**config.mk**
```make
export PLATFORM = sky130hd
export DESIGN_NAME = boot_copy_ctrl
export DESIGN_NICKNAME = d
export VERILOG_FILES = /design/src/rtl/boot_copy_ctrl_pkg.sv /design/src/rtl/boot_copy_ctrl_step_tick_gen.sv /design/src/rtl/boot_copy_ctrl.sv
export SDC_FILE = /design/constraint.sdc
export NUM_CORES = 1
export LEC_CHECK = 0
export CORE_MARGIN = 2
export CORE_UTILIZATION = 41
export DETAILED_ROUTE_END_ITERATION = 8
export PLACE_DENSITY = 0.84
export SLEW_MARGIN = 30
export SYNTH_ARGS = -nofsm -noshare
export SYNTH_HDL_FRONTEND = slang
export SYNTH_HIERARCHICAL = 1
export SYNTH_SLANG_ARGS = --single-unit
```
**constraint.sdc**
```tcl
create_clock -name clk -period 3.3 [get_ports clk]
set_input_delay 0.66 -clock clk [delete_from_list [all_inputs] [get_ports clk]]
set_output_delay 0.66 -clock clk [all_outputs]
set_load 0.01 [all_outputs]
```
**src/rtl/boot_copy_ctrl_pkg.sv**
```systemverilog
`default_nettype none
// +----------------------------------------------------------------------+
// | Module      : boot_copy_ctrl_pkg                                     |
// | Description : Shared memory map, data_bus length encodings and copy  |
// |               FSM state encodings for the boot image copy controller.|
// | Revision    : 1.0 - single-clock tick-enabled copy sequencer         |
// +----------------------------------------------------------------------+
package boot_copy_ctrl_pkg;

  // Memory map: boot image lives in flash, is executed from RAM.
  localparam logic [31:0] c_flash_init = 32'h1000_0000;
  localparam logic [31:0] c_ram_init   = 32'h2000_0000;

  // data_bus length encoding; the copy engine only ever moves bytes.
  localparam logic [1:0]  c_len_byte   = 2'b00;

  // Copy FSM state encoding (3-bit, legacy-compatible constants).
  localparam logic [2:0]  c_st_idle    = 3'd0;
  localparam logic [2:0]  c_st_read    = 3'd1;
  localparam logic [2:0]  c_st_write   = 3'd2;
  localparam logic [2:0]  c_st_done    = 3'd3;
  localparam logic [2:0]  c_st_err     = 3'd4;

  // The copy engine owns data_bus (and the CPU is blocked) only while
  // it is actively reading or writing.
  function automatic logic is_copy_state(input logic [2:0] st);
    return (st == c_st_read) || (st == c_st_write);
  endfunction

endpackage
`default_nettype wire

```
**src/rtl/boot_copy_ctrl_step_tick_gen.sv**
```systemverilog
`default_nettype none
// +----------------------------------------------------------------------+
// | Module      : boot_copy_ctrl_step_tick_gen                           |
// | Description : Produces a one-cycle step enable every STEP_DIV+1      |
// |               clocks while enabled. Replaces a divided clock so the  |
// |               whole copy path stays on clk.                          |
// | Revision    : 1.0 - initial                                          |
// +----------------------------------------------------------------------+
module boot_copy_ctrl_step_tick_gen #(
  parameter int unsigned STEP_DIV = 0
) (
  input  logic clk,
  input  logic rst_n,
  input  logic en,
  input  logic clr,
  output logic tick
);

  generate
    if (STEP_DIV == 0) begin : g_every_cycle
      // No division: every enabled cycle is a step, no counter needed.
      logic unused_inputs;
      assign unused_inputs = &{1'b0, clk, rst_n, clr};
      assign tick          = en;
    end else begin : g_divided
      localparam int unsigned      c_cnt_w = $clog2(STEP_DIV + 1);
      localparam logic [c_cnt_w-1:0] c_last = c_cnt_w'(STEP_DIV);

      logic [c_cnt_w-1:0] r_cnt;

      // Phase counter: held at zero when idle or restarted, wraps on each step.
      always_ff @(posedge clk or negedge rst_n) begin
        if (!rst_n) begin
          r_cnt <= '0;
        end else if (clr || !en) begin
          r_cnt <= '0;
        end else if (r_cnt == c_last) begin
          r_cnt <= '0;
        end else begin
          r_cnt <= r_cnt + c_cnt_w'(1);
        end
      end

      assign tick = en && (r_cnt == c_last);
    end
  endgenerate

endmodule
`default_nettype wire

```
**src/rtl/boot_copy_ctrl.sv**
```systemverilog
`default_nettype none
// +----------------------------------------------------------------------+
// | Module      : boot_copy_ctrl                                         |
// | Description : Boot image copy sequencer. Byte-copies COPY_LEN bytes  |
// |               from flash to RAM over data_bus, then hands data_bus   |
// |               to the CPU port. Sits between the CPU and data_bus.    |
// | Revision    : 1.0 - single-clock tick-enabled FSM                    |
// +----------------------------------------------------------------------+
module boot_copy_ctrl
  import boot_copy_ctrl_pkg::*;
#(
  parameter logic [31:0] SRC_BASE   = c_flash_init,
  parameter logic [31:0] DST_BASE   = c_ram_init,
  parameter int unsigned COPY_LEN   = 261,
  parameter int unsigned CNT_W      = 16,
  parameter int unsigned STEP_DIV   = 0,
  parameter bit          AUTO_START = 1'b1
) (
  input  logic        clk,
  input  logic        rst_n,
  // copy control / status
  input  logic        start,
  output logic        busy,
  output logic        done,
  output logic        error,
  output logic [31:0] err_addr,
  // CPU side
  input  logic        cpu_req,
  input  logic        cpu_rw,
  input  logic [1:0]  cpu_len,
  input  logic [31:0] cpu_addr,
  input  logic [7:0]  cpu_wdata,
  output logic        cpu_gnt,
  output logic [7:0]  cpu_rdata,
  output logic        cpu_exc,
  // data_bus side
  output logic        bus_rw,
  output logic [1:0]  bus_len,
  output logic [31:0] bus_addr,
  output logic [7:0]  bus_wdata,
  input  logic [7:0]  bus_rdata,
  input  logic        bus_exc
);

  // Index of the final byte; a zero-length copy never reaches the compare.
  localparam logic [CNT_W-1:0] c_last_idx =
    CNT_W'((COPY_LEN == 0) ? 0 : (COPY_LEN - 1));

  logic [2:0]       r_state;
  logic [CNT_W-1:0] r_idx;
  logic [7:0]       r_data_q;
  logic             r_done;
  logic             r_error;
  logic [31:0]      r_err_addr;
  logic             r_auto_pend;

  logic             w_busy;
  logic             w_start;
  logic             w_tick;
  logic [31:0]      w_copy_addr;

  assign w_busy  = is_copy_state(r_state);

  // A pending auto-start behaves exactly like a start pulse on the first
  // edge after reset release; starts are only honoured when not copying.
  assign w_start = (start || r_auto_pend) && !w_busy;

  // Reads walk the source window, writes the destination window; the
  // 32-bit add wraps naturally at the top of the address space.
  assign w_copy_addr = ((r_state == c_st_write) ? DST_BASE : SRC_BASE)
                       + 32'(r_idx);

  boot_copy_ctrl_step_tick_gen #(
    .STEP_DIV (STEP_DIV)
  ) u_step_tick (
    .clk   (clk),
    .rst_n (rst_n),
    .en    (w_busy),
    .clr   (w_start),
    .tick  (w_tick)
  );

  // Copy sequencer: start handling, read/write alternation, exception abort.
  always_ff @(posedge clk or negedge rst_n) begin
    if (!rst_n) begin
      r_state     <= c_st_idle;
      r_idx       <= '0;
      r_data_q    <= '0;
      r_done      <= 1'b0;
      r_error     <= 1'b0;
      r_err_addr  <= '0;
      r_auto_pend <= AUTO_START;
    end else begin
      r_auto_pend <= 1'b0;
      if (w_start) begin
        r_idx   <= '0;
        r_error <= 1'b0;
        if (COPY_LEN == 0) begin
          r_state <= c_st_done;
          r_done  <= 1'b1;
        end else begin
          r_state <= c_st_read;
          r_done  <= 1'b0;
        end
      end else if (w_busy && w_tick) begin
        if (bus_exc) begin
          // An exception beats completion, even on the final write.
          r_state    <= c_st_err;
          r_error    <= 1'b1;
          r_err_addr <= w_copy_addr;
        end else if (r_state == c_st_read) begin
          r_data_q <= bus_rdata;
          r_state  <= c_st_write;
        end else if (r_idx == c_last_idx) begin
          r_state <= c_st_done;
          r_done  <= 1'b1;
        end else begin
          r_idx   <= r_idx + CNT_W'(1);
          r_state <= c_st_read;
        end
      end
    end
  end

  // data_bus ownership: copy engine while busy, otherwise a granted CPU,
  // otherwise a quiet all-zero bus.
  always_comb begin
    bus_rw    = 1'b0;
    bus_len   = 2'b00;
    bus_addr  = '0;
    bus_wdata = '0;
    cpu_gnt   = cpu_req && !w_busy;
    cpu_rdata = '0;
    cpu_exc   = 1'b0;
    if (r_state == c_st_read) begin
      bus_len  = c_len_byte;
      bus_addr = w_copy_addr;
    end else if (r_state == c_st_write) begin
      bus_rw    = 1'b1;
      bus_len   = c_len_byte;
      bus_addr  = w_copy_addr;
      bus_wdata = r_data_q;
    end else if (cpu_gnt) begin
      bus_rw    = cpu_rw;
      bus_len   = cpu_len;
      bus_addr  = cpu_addr;
      bus_wdata = cpu_wdata;
      cpu_rdata = bus_rdata;
      cpu_exc   = bus_exc;
    end
  end

  assign busy     = w_busy;
  assign done     = r_done;
  assign error    = r_error;
  assign err_addr = r_err_addr;

endmodule
`default_nettype wire

```
==> results.md <==
- The run finished with clean final reports.
- The setup fix buffers added after clock tree synthesis is 0.
- In this run, the combinational gates consume 48.1% of the power.
- The number of global-route vias before repair is 2703.
- The area taken by flip-flops and latches is 1200 um2.
- Post-CTS repair changed the size of 0 cells.
- Dividing total power by cell area gives a power density of 536 nW/um2.
- Counting the fill cells in the layout gives 573.
- In this run the vertical extent of the chip is 87.5 um.
- TritonCTS built the clock tree.
- The pre-CTS setup slack is 0.358 ns.
- Counting flops and latches in the post-synthesis netlist gives 48.
- The CTS clock-pin slew for the worst setup and hold paths is 0.09 ns.
- At the worst endpoint, the required time is 2.64 ns.
- During placement, the flow inserted port buffers numbering 129.
- The clock share of power is 20.3%.
- The worst pin sits at a relative slew slack of 60.0%.
- The routed design could run at a clock period as short as 3.12 ns.
- The first-iteration detailed-routing DRC count is 201.
- Dividing the detail-routed wire length by the instance count gives 16.2 um.
- In the synthesized netlist, the number of instances is 311.
- The die outline area is 7660 um2.
- Sequential cells burn 31.6% of the power.
- The number of max-slew violations in the final report is 0.
- STA puts the critical path data arrival time at 2.46 ns.
- The post-synthesis instance area is 2860 um2.
- The total vias in the final route is 2740.
- Entering global routing, the biggest net connects 49 pins.
- The path class of the tightest hold or removal check is primary input to asynchronous set/reset pin.
- In this run the worst path has a maximum fanout of 14.
- The critical path is of the flop to output port type.
- The area of the core is 6760 um2.
- Between clock sinks in the finished design, the worst skew comes to 0.0102 ns.
- The portion of the post-synthesis area used by sequential elements is 42.0%.
- The buffer cell driving the clock tree root is clkbuf_8.
- Yosys printed 6 warnings.
- The cell area after placement is 4140 um2.
- Counting tap cells, the placed design contains a total of 501 instances.
- The fraction of layout cells with a size suffix above 1 is 11.7%.
- In this run the remaining antenna-violating nets after routing total 0.
- The aggregate global routing overflow is 0.
- The leading cell type in the layout, fill and taps excluded is clkdlybuf4s50_1.
- The layout overhead on the synthesized area is 49.2%.
- The final-stage net count is 486.
- The top cell type's share of synthesized area is 41.1%.
- The residual DRC count is 0.
- After synthesis, the cell types taking the most area are dfrtp_1 41%, mux2_2 9.8%, nand2_1 5.8%.
- The number of clock sinks is 48.
- The first TritonRoute pass finished after 4 iterations.
- Once routing completed, OpenROAD measured the worst setup slack at 0.177 ns.
- Summing all multi-input logic gate instances after layout gives 1480 um2.
- The transition time at the pin with the least slew margin is 0.600 ns.
- For the worst-skew pair, the clock arrives at the later sink with an insertion delay of 0.31 ns.
- The switching power is 0.786 mW.
- The internal power is 1.50 mW.
- The HPWL after detailed placement is 6330 um.
- In the layout the commonest cells are 128 x clkdlybuf4s50_1, 47 x dfrtp_1, 44 x nand2_1.
- The count of final hold-check violations is 0.
- After synthesis, the netlist uses 40 different library cells.
- Setup repair after global routing left no endpoint under its margin.
- The floorplan has 30 rows.
- The final-report setup violation count is 0.
- STA classifies the critical path startpoint as a flop.
- The total detailed-routing wirelength is 8250 um.
- 144 I/O pins were placed.
- Derived from the worst setup path, the maximum achievable clock frequency is 0.320 GHz.
- The initial core utilization is 42.4%.
- Dividing the final minimum period by the clock period gives 94.6%.
- The worst hold slack is 0.343 ns.
- The number of antenna violations at the first check in global routing is 0.
- After routing, the total negative slack on setup checks comes to 0 ns.
- The via-per-instance ratio is 5.38.
- For this run, the number of standard cells in the final layout without fillers is 509.
- The longest clock path from root to sink contains 2 buffers.
- In this run, CTS created clock tree buffers numbering 5.
- Once layout is done, the placed cells without fillers occupy 4270 um2.
- In this run the horizontal extent of the chip is 87.5 um.
- STA classifies the critical path endpoint as an output port.
- The H-tree was split into 2 levels.
- The number of violations of the max-capacitance limit is 0.
- The combined global-route utilization of all metal layers is 21.8%.
- The analysis attributes to cell leakage a power of 1.78 nW.
- The congestion estimate from routability-driven global placement came to 0.883.
- The cell taking the most area after synthesis is dfrtp_1.
- Hold repair after CTS inserted 0 buffers.
- The repair_antennas step left the layout with diodes totalling 0.
- The mean cell area of the mapped netlist is 9.20 um2.
- The worst voltage drop across the vdd grid is 0.298 mV.
- Net switching is 34.4% of the power.
- The global-route wire length before repair is 13000 um.
## stage by stage
step	power (mW)	util, %
3_5_place_dp	1.83	61.3
5_1_grt	2.42	63.2
6_report	2.29	63.2
4_1_cts	2.30	63.2
3_3_place_gp	1.81	61.3
2_1_floorplan	1.31	-
## per-layer routing
metal,global-route usage (%),part of all wire (%),up-vias
met5,0,0,-
met4,5.45,1.3,0
met3,7.16,7.8,11
met2,40.2,53,128
met1,24.1,38,1299
li1,-,-,1302
## kinds of logic (layout without fill, tap and decap cells)
family	after synthesis	after routing	share of synthesized area (%)
AOI/OAI and AO/OA	61	61	13.3
xor gates and xnor gates	1	1	0.306
adders and majority gates	2	2	0.874
buffers and inverters	45	149	8.18
DFF	48	48	42.0
muxes	28	28	10.9
other	1	15	0.131
and+or+nand+nor	125	125	24.3
## state kept, by name (all words and copies together) (netlist names)
signal / cells
done: 1
r_state: 3
r_idx: 16
r_data_q: 8
err_addr: 18
error: 1
r_auto_pend: 1
## power groups by stage
stage / Combinational, mW / Sequential (mW) / Clock (mW)
2_1_floorplan: 0.590 / 0.719 / 0
3_3_place_gp: 1.08 / 0.722 / 0
3_5_place_dp: 1.10 / 0.728 / 0
4_1_cts: 1.11 / 0.719 / 0.474
5_1_grt: 1.20 / 0.729 / 0.497
6_report: 1.10 / 0.721 / 0.464
## synthesized netlist by cell type, drive strengths merged
master	count
o211ai	1
conb	1
clkbuf	18
inv	5
nor3b	3
or2	1
nand2	44
o31a	1
nand4	7
a21oi	14
and2	27
buf	22
o31ai	8
nor2b	2
mux2i	3
or4	10
a22o	8
nand2b	1
a31o	2
a211oi	2
ha	2
a21o	2
and4	2
o21ai	22
dfrtp	47
nor2	5
nand3	15
nor4b	2
mux2	25
nor4	3
o21a	1
xor2	1
dfstp	1
or3	3
## cell type report
cell class              count  share of cell area, %
inverters                   5                  0.440
clock inverters             1                  0.703
multi-input cells         232                   34.7
clock buffers               7                   2.26
repair buffers            136                   31.4
well taps                  80                   2.34
flip-flops and latches     48                   28.2
## worst paths after layout
| check | from | endpoint | slack (ns) | depth (start not counted) |
|---|---|---|---|---|
| hold reg to reg | err_addr[5] | err_addr[5] | 0.51 | 1 |
| max in group asynchronous | rst_n | err_addr[12] | 2.54 | 1 |
| setup reg to reg | r_state[0] | r_idx[4] | 0.56 | 6 |
| hold / removal | rst_n | err_addr[6] | 0.34 | 1 |
| setup / recovery | r_state[0] | bus_addr[0] | 0.18 | 6 |
| min in group clk | err_addr[5] | err_addr[5] | 0.51 | 1 |
## critical path: stages, from the launching register on
cell and delay (ns):
dfrtp_1 0.44, xor2_1 0.25, and2_1 0.44, buf_4 0.27
nand2_1 0.08, o21ai_0 0.09, clkdlybuf4s50_1 0.59
(Power assumes the default switching activity.)
